[config.mk]
export PLATFORM = sky130hd
export DESIGN_NAME = icache_line_buffer
export DESIGN_NICKNAME = d
export VERILOG_FILES = /design/src/rtl/icache_line_buffer.sv
export SDC_FILE = /design/constraint.sdc
export NUM_CORES = 1
export LEC_CHECK = 0
export CORE_MARGIN = 1.5
export CORE_UTILIZATION = 50
export DETAILED_ROUTE_END_ITERATION = 8
export GPL_TIMING_DRIVEN = 1
export PLACE_DENSITY_LB_ADDON = 0.12
export SYNTH_ARGS = -nofsm -noshare
export SYNTH_HDL_FRONTEND = slang
export SYNTH_SLANG_ARGS = --single-unit
[constraint.sdc]
create_clock -name clk_i -period 13.5 [get_ports clk_i]
set_input_delay 3.375 -clock clk_i [delete_from_list [all_inputs] [get_ports clk_i]]
set_output_delay 3.375 -clock clk_i [all_outputs]
set_load 0.1 [all_outputs]
[src/rtl/icache_line_buffer.sv]
// icache_line_buffer_pkg: exception payload returned to fetch.
// icache_line_buffer: fetch-to-ICache interface with an N-entry fully-associative
// line buffer. Hits are served combinationally. One line miss at a time is sent
// to the ICache/TLB, and returned lines fill the buffer with round-robin replacement.
// Flush or a redirect kills the outstanding miss, and its late response is drained.
//   clk_i, rstn_i            clock, async active-low reset
//   fetch_*_i / fetch_*_o    fetch request in, instruction word / exception out
//   flush_i                  invalidate buffer, kill outstanding miss
//   icache_req_* / tlb_req_* miss request (pulse), index / VPN, kill pulse
//   icache_resp_* / tlb_resp_xcpt_i  line return and access fault, ready while awaited
package icache_line_buffer_pkg;
  localparam int unsigned XLEN = 64;

  typedef enum logic [1:0] {
    NONE                  = 2'd0,
    INSTR_ADDR_MISALIGNED = 2'd1,
    INSTR_ACCESS_FAULT    = 2'd2
  } cause_e;

  typedef struct packed {
    cause_e          cause;
    logic [XLEN-1:0] origin;
    logic            valid;
  } exception_t;
endpackage

module icache_line_buffer
  import icache_line_buffer_pkg::*;
#(
  parameter int unsigned ADDR_SIZE = 40,
  parameter int unsigned LINE_BITS = 128,
  parameter int unsigned INST_BITS = 32,
  parameter int unsigned NUM_LINES = 4,
  parameter int unsigned IDX_BITS  = 12
) (
  input  logic                          clk_i,
  input  logic                          rstn_i,
  input  logic                          fetch_valid_i,
  input  logic [ADDR_SIZE-1:0]          fetch_vaddr_i,
  input  logic                          flush_i,
  output logic                          icache_req_valid_o,
  output logic [IDX_BITS-1:0]           icache_req_idx_o,
  output logic                          icache_req_kill_o,
  output logic                          tlb_req_valid_o,
  output logic [ADDR_SIZE-IDX_BITS-1:0] tlb_req_vpn_o,
  input  logic                          icache_resp_valid_i,
  input  logic [LINE_BITS-1:0]          icache_resp_data_i,
  output logic                          icache_resp_ready_o,
  input  logic                          tlb_resp_xcpt_i,
  output logic                          fetch_valid_o,
  output logic [INST_BITS-1:0]          fetch_data_o,
  output exception_t                    fetch_ex_o
);

  localparam int unsigned OFF    = $clog2(LINE_BITS / 8);
  localparam int unsigned WOFF   = $clog2(INST_BITS / 8);
  localparam int unsigned TAG_W  = ADDR_SIZE - OFF;
  localparam int unsigned WORDS  = LINE_BITS / INST_BITS;
  localparam int unsigned WSEL_W = OFF - WOFF;
  localparam int unsigned RR_W   = (NUM_LINES > 1) ? $clog2(NUM_LINES) : 1;

  typedef enum logic [1:0] {
    S_IDLE  = 2'd0,
    S_WAIT  = 2'd1,
    S_DRAIN = 2'd2
  } state_e;

  state_e               state_q, state_d;
  logic [NUM_LINES-1:0] valid_q, valid_d;
  logic [RR_W-1:0]      rr_q, rr_d;
  logic [TAG_W-1:0]     miss_tag_q, miss_tag_d;
  logic [TAG_W-1:0]     tag_q  [NUM_LINES];
  logic [TAG_W-1:0]     tag_d  [NUM_LINES];
  logic [LINE_BITS-1:0] data_q [NUM_LINES];
  logic [LINE_BITS-1:0] data_d [NUM_LINES];

  logic [TAG_W-1:0]                  fetch_tag;
  logic [WSEL_W-1:0]                 word_sel;
  logic                              misaligned;
  logic                              hit;
  logic [LINE_BITS-1:0]              hit_line;
  logic [LINE_BITS-1:0]              sel_line;
  logic [WORDS-1:0][INST_BITS-1:0]   sel_words;
  logic                              miss_match;
  logic                              resp_live;
  logic                              issue;
  logic                              kill;

  assign fetch_tag  = fetch_vaddr_i[ADDR_SIZE-1:OFF];
  assign word_sel   = fetch_vaddr_i[OFF-1:WOFF];
  assign misaligned = |fetch_vaddr_i[1:0];
  assign miss_match = (fetch_tag == miss_tag_q);

  // A response in WAIT is used unless a flush in the same cycle discards it.
  assign resp_live = (state_q == S_WAIT) && icache_resp_valid_i && !flush_i;

  assign issue = (state_q == S_IDLE) && fetch_valid_i && !misaligned && !hit && !flush_i;
  assign kill  = (state_q == S_WAIT) && !icache_resp_valid_i &&
                 (flush_i || (fetch_valid_i && !miss_match));

  // Associative lookup over all valid entries.
  always_comb begin
    hit      = 1'b0;
    hit_line = '0;
    for (int i = 0; i < NUM_LINES; i++) begin
      if (valid_q[i] && (tag_q[i] == fetch_tag)) begin
        hit      = fetch_valid_i;
        hit_line = data_q[i];
      end
    end
  end

  // Word comes from the hit entry, otherwise from the line being returned.
  assign sel_line  = hit ? hit_line : icache_resp_data_i;
  assign sel_words = sel_line;

  // State register.
  always_ff @(posedge clk_i or negedge rstn_i) begin
    if (!rstn_i) begin
      state_q <= S_IDLE;
    end else begin
      state_q <= state_d;
    end
  end

  // Next-state logic.
  always_comb begin
    state_d = state_q;
    case (state_q)
      S_IDLE:  if (issue) state_d = S_WAIT;
      S_WAIT: begin
        if (icache_resp_valid_i) state_d = S_IDLE;
        else if (kill)           state_d = S_DRAIN;
      end
      S_DRAIN: if (icache_resp_valid_i) state_d = S_IDLE;
      default: state_d = S_IDLE;
    endcase
  end

  // Output logic; misaligned beats hit, hit beats the miss bypass.
  always_comb begin
    icache_req_valid_o  = issue;
    tlb_req_valid_o     = issue;
    icache_req_idx_o    = issue ? fetch_vaddr_i[IDX_BITS-1:0] : '0;
    tlb_req_vpn_o       = issue ? fetch_vaddr_i[ADDR_SIZE-1:IDX_BITS] : '0;
    icache_req_kill_o   = kill;
    icache_resp_ready_o = (state_q != S_IDLE);
    fetch_valid_o       = 1'b0;
    fetch_data_o        = '0;
    fetch_ex_o          = '0;
    fetch_ex_o.cause    = NONE;
    if (fetch_valid_i && misaligned) begin
      fetch_valid_o     = 1'b1;
      fetch_ex_o.valid  = 1'b1;
      fetch_ex_o.cause  = INSTR_ADDR_MISALIGNED;
      fetch_ex_o.origin = XLEN'(fetch_vaddr_i);
    end else if (hit) begin
      fetch_valid_o = 1'b1;
      fetch_data_o  = sel_words[word_sel];
    end else if (fetch_valid_i && resp_live && miss_match) begin
      fetch_valid_o = 1'b1;
      if (tlb_resp_xcpt_i) begin
        fetch_ex_o.valid  = 1'b1;
        fetch_ex_o.cause  = INSTR_ACCESS_FAULT;
        fetch_ex_o.origin = XLEN'(fetch_vaddr_i);
      end else begin
        fetch_data_o = sel_words[word_sel];
      end
    end
  end

  // Buffer and miss-tracking next values; flush beats a same-cycle fill.
  always_comb begin
    valid_d    = valid_q;
    rr_d       = rr_q;
    miss_tag_d = miss_tag_q;
    tag_d      = tag_q;
    data_d     = data_q;
    if (issue) miss_tag_d = fetch_tag;
    if (flush_i) begin
      valid_d = '0;
      rr_d    = '0;
    end else if (resp_live && !tlb_resp_xcpt_i) begin
      valid_d[rr_q] = 1'b1;
      tag_d[rr_q]   = miss_tag_q;
      data_d[rr_q]  = icache_resp_data_i;
      rr_d          = (rr_q == RR_W'(NUM_LINES - 1)) ? '0 : rr_q + RR_W'(1);
    end
  end

  // Control flops.
  always_ff @(posedge clk_i or negedge rstn_i) begin
    if (!rstn_i) begin
      valid_q    <= '0;
      rr_q       <= '0;
      miss_tag_q <= '0;
    end else begin
      valid_q    <= valid_d;
      rr_q       <= rr_d;
      miss_tag_q <= miss_tag_d;
    end
  end

  // Line storage; contents are qualified by valid_q so need no reset.
  always_ff @(posedge clk_i) begin
    for (int i = 0; i < NUM_LINES; i++) begin
      tag_q[i]  <= tag_d[i];
      data_q[i] <= data_d[i];
    end
  end

endmodule

==> flow_summary.ini <==
[setup_path]
max_stage_delay_ns = 0.70
critPathKind = in2out
crit_arrival_ns = 8.73
worstPathRequired_ns = 10.12
rr_endpoint = data_q[224]
critPathTopFamily = buffers and inverters
r2r_cells = 5
cp_cell_sequence = clkdlybuf4s50_1 > xor2_1 > nor4_1 > nand4_1 > nor3_4 > buf_4 > buf_4 > and3_1 > a21oi_1 > a2111oi_0 > a31oi_1 > a211oi_1 > buf_4
r2r_start = state_q[1]
r2r_slack_ns = 9.04
cp_max_fo = 59
crit_path_end_kind = output pin
path_buf_inv = 4
critPathSlowestCell = buf_4
worst_path_most_repeated_cell = buf_4
start_kind = primary input

[global_route]
antenna_found_initial = 14
grt_pass1_vias = 19300
grt_pass1_wl_mm = 132
grt_start_max_net_pins = 137
overflow = 0
grt_use_total_pct = 28.4

[final_layout]
syn_to_final_growth_pct = 18.2
nets = 2577
drive_above_1_share_pct = 10.2
n_fill_cell = 4658

[die]
die_h_um = 250
rows = 90
die_w_um = 250
coreArea_um2 = 60200
initial_core_util_pct = 50.5
pin_count = 318
dieArea_um2 = 62300

[route]
routed.top_layer = met5
wl_mm = 89.3
routed-wl-met2_mm = 42.0
dr.pass1.iters = 7
wire_per_inst_um = 27.5
vias_per_cell = 6.21
wl_met3_mm = 7.62
ant_nets = 0
drt_iter0_drc = 1983
vias = 20200
drc = 0
drt-met1-wl_mm = 37.2

[synth]
ys_ff_latch = 700
synth_cell_types = 57
synth_warnings = 0
synth_top_cell_by_area = edfxtp_1
netlist_instances = 2195
avgSynthCellArea_um2 = 13.8
synth-seq-area-share_pct = 68.4
synth_ff_type = edfxtp_1
synth_edf_count = 656
yosysTopAreaCellShare_pct = 64.8
synthArstFlopShare_pct = 6.29
syn-cell-area_um2 = 30400
ys_top_cells_by_area = edfxtp_1, dfrtp_1, xor2_1

[placed_design]
port-buffer-count = 291
dp_hpwl_mm = 52.3
place_congestion = 0.826
pre_cts_ws_ns = 1.47

[timing]
setup_viol = 0
slew_headroom_pct = 19.6
fin_ws_ns = 1.39
final.period_utilization_pct = 89.7
setup_tns_ns = 0
fmax_ghz = 0.0826
fin_skew_ns = 0.0124
hold_viol = 0
drv_slew = 0
worst_pin_slew_ns = 1.20
rsz0062_at_grt = false
period_needed_ns = 12.11

[power_and_ir_drop]
clkPwrFrac_pct = 41.7
cellPowerDensity_nw_per_um2 = 136
p_int_mw = 3.76
seq_power_share_pct = 50.9
comb_power_share_pct = 7.5
max-vdd-ir-drop_uv = 92.2
switching_power_mw = 1.11
p_leak_nw = 11.8
switching_share_pct = 22.7

[cts]
hold_buffers = 0
clkTransAtPathRegs_ns = 0.06
cts_tree = built
clk-insertion-delay-late_ns = 0.61
cts_post_setup_buffers_inserted = 0
cts_sinks = 700
root_buffer = clkbuf_16
htreeDepth = 3
cts_buffers = 74
cts_buffer_depth = 3
cts_resized = 0

[worst_hold_path]
min_path_type = reg2reg
worst_hold_startpoint = valid_q[1]
hold-path-endpoint = valid_q[1]
worstHoldPathCells = 2

[run_status]
status = finished clean

[flow_run]
max_cap_violations = 0
==> synth_stat cells, types with 37 or more instances <==
cell       number
edfxtp_1      656
nand3_1       165
nand2_1       155
xor2_1         99
clkbuf_1       96
and2_1         84
nor2_1         78
xnor2_1        75
buf_2          72
or3_1          72
a311oi_1       44
dfrtp_1        44
o211ai_1       41
buf_4          40
o2111ai_1      40
mux2_2         37
nand4_1        37
==> worst max-delay path by stage <==
stage	end	cells after the start	slack, ns	start
CTS	fetch_ex_o[4]	11	1.39	fetch_vaddr_i[14]
floorplan	fetch_data_o[29]	11	2.52	fetch_vaddr_i[23]
detailed placement	fetch_ex_o[4]	11	1.47	fetch_vaddr_i[14]
finish	fetch_data_o[16]	13	1.39	fetch_vaddr_i[5]
global placement	fetch_ex_o[4]	11	1.52	fetch_vaddr_i[12]
global route	fetch_data_o[16]	13	1.20	fetch_vaddr_i[14]
==> cells in the final DEF (no fill, tap or decap), types with 25 or more instances in the layout <==
cell type	instances
conb_1	26
nand4_1	37
clkdlybuf4s50_1	233
clkbuf_16	79
a311o_1	26
buf_4	87
dfrtp_1	44
nand3_1	163
nor2_1	76
xnor2_1	75
a221o_1	26
edfxtp_1	656
o311a_1	26
a311oi_1	44
or3_1	71
nor3_1	30
mux2_2	37
xor2_1	99
nor4_1	29
a211oi_1	29
and2_1	79
nand2_1	155
o21ai_0	25
o211ai_1	41
a21boi_0	26
o2111ai_1	40
==> per-stage QoR <==
stage | hold WS (ns) | utilization, % | std cells | total power [mW] | area (um2)
after detailed placement | 0.504 | 55.6 | 3105 | 2.89 | 33500
after CTS | 0.517 | 59.6 | 3240 | 4.89 | 35900
after floorplan | 0.466 | - | 2220 | 2.73 | 30500
final | 0.522 | 59.6 | 3244 | 4.87 | 35900
after global routing | 0.559 | 59.6 | 3243 | 4.99 | 35900
after global placement | 0.500 | 55.6 | 3105 | 2.88 | 33500
==> power by group through the flow <==
stage	clock network, mW	logic (mW)	registers (mW)
6_report	2.03	0.363	2.48
5_1_grt	2.12	0.382	2.49
4_1_cts	2.05	0.364	2.48
3_5_place_dp	0	0.362	2.52
3_3_place_gp	0	0.358	2.52
2_1_floorplan	0	0.224	2.50
==> tightest hold or removal path, stage by stage, from the launching register on <==
cell and delay (ns):
dfrtp_1 0.36, nor2_1 0.05, nor2_1 0.08
==> registers in the layout, indices dropped and copies added, names as in the netlist <==
name,cells
state_q,2
valid_q,4
rr_q,2
miss_tag_q,36
data_q,512
tag_q,144
==> logic make-up after synthesis <==
| group | count (synthesis) | synth area share [%] |
|---|---|---|
| adder cells (fa/ha/maj) | 4 | 0.165 |
| multiplexers | 38 | 1.40 |
| XOR/XNOR | 174 | 5.01 |
| other | 1 | 0.0123 |
| flip-flops | 700 | 68.4 |
| AND/OR/NAND/NOR | 692 | 11.6 |
| buffers and inverters | 235 | 3.84 |
| AO/OA/AOI/OAI | 351 | 9.49 |
==> routing by layer <==
layer	vias up	track usage (%)
met3	144	4.71
met2	980	44.2
met4	16	8.52
met1	10200	41.2
li1	8807	-
met5	-	0
==> area by class of cell <==
| type | instances | area [um2] | share of cell area [%] |
|---|---|---|---|
| Clock buffer | 107 | 2130 | 5.93 |
| Inverter | 12 | 45.0 | 0.125 |
| Multi-Input combinational cell | 1285 | 8610 | 24.0 |
| Tap cell | 782 | 978 | 2.72 |
| Timing Repair Buffer | 326 | 3080 | 8.56 |
| Antenna cell | 4 | 10.0 | 0.0279 |
| Sequential cell | 700 | 20800 | 57.9 |
| Clock inverter | 28 | 280 | 0.780 |
(Power assumes the default switching activity.)
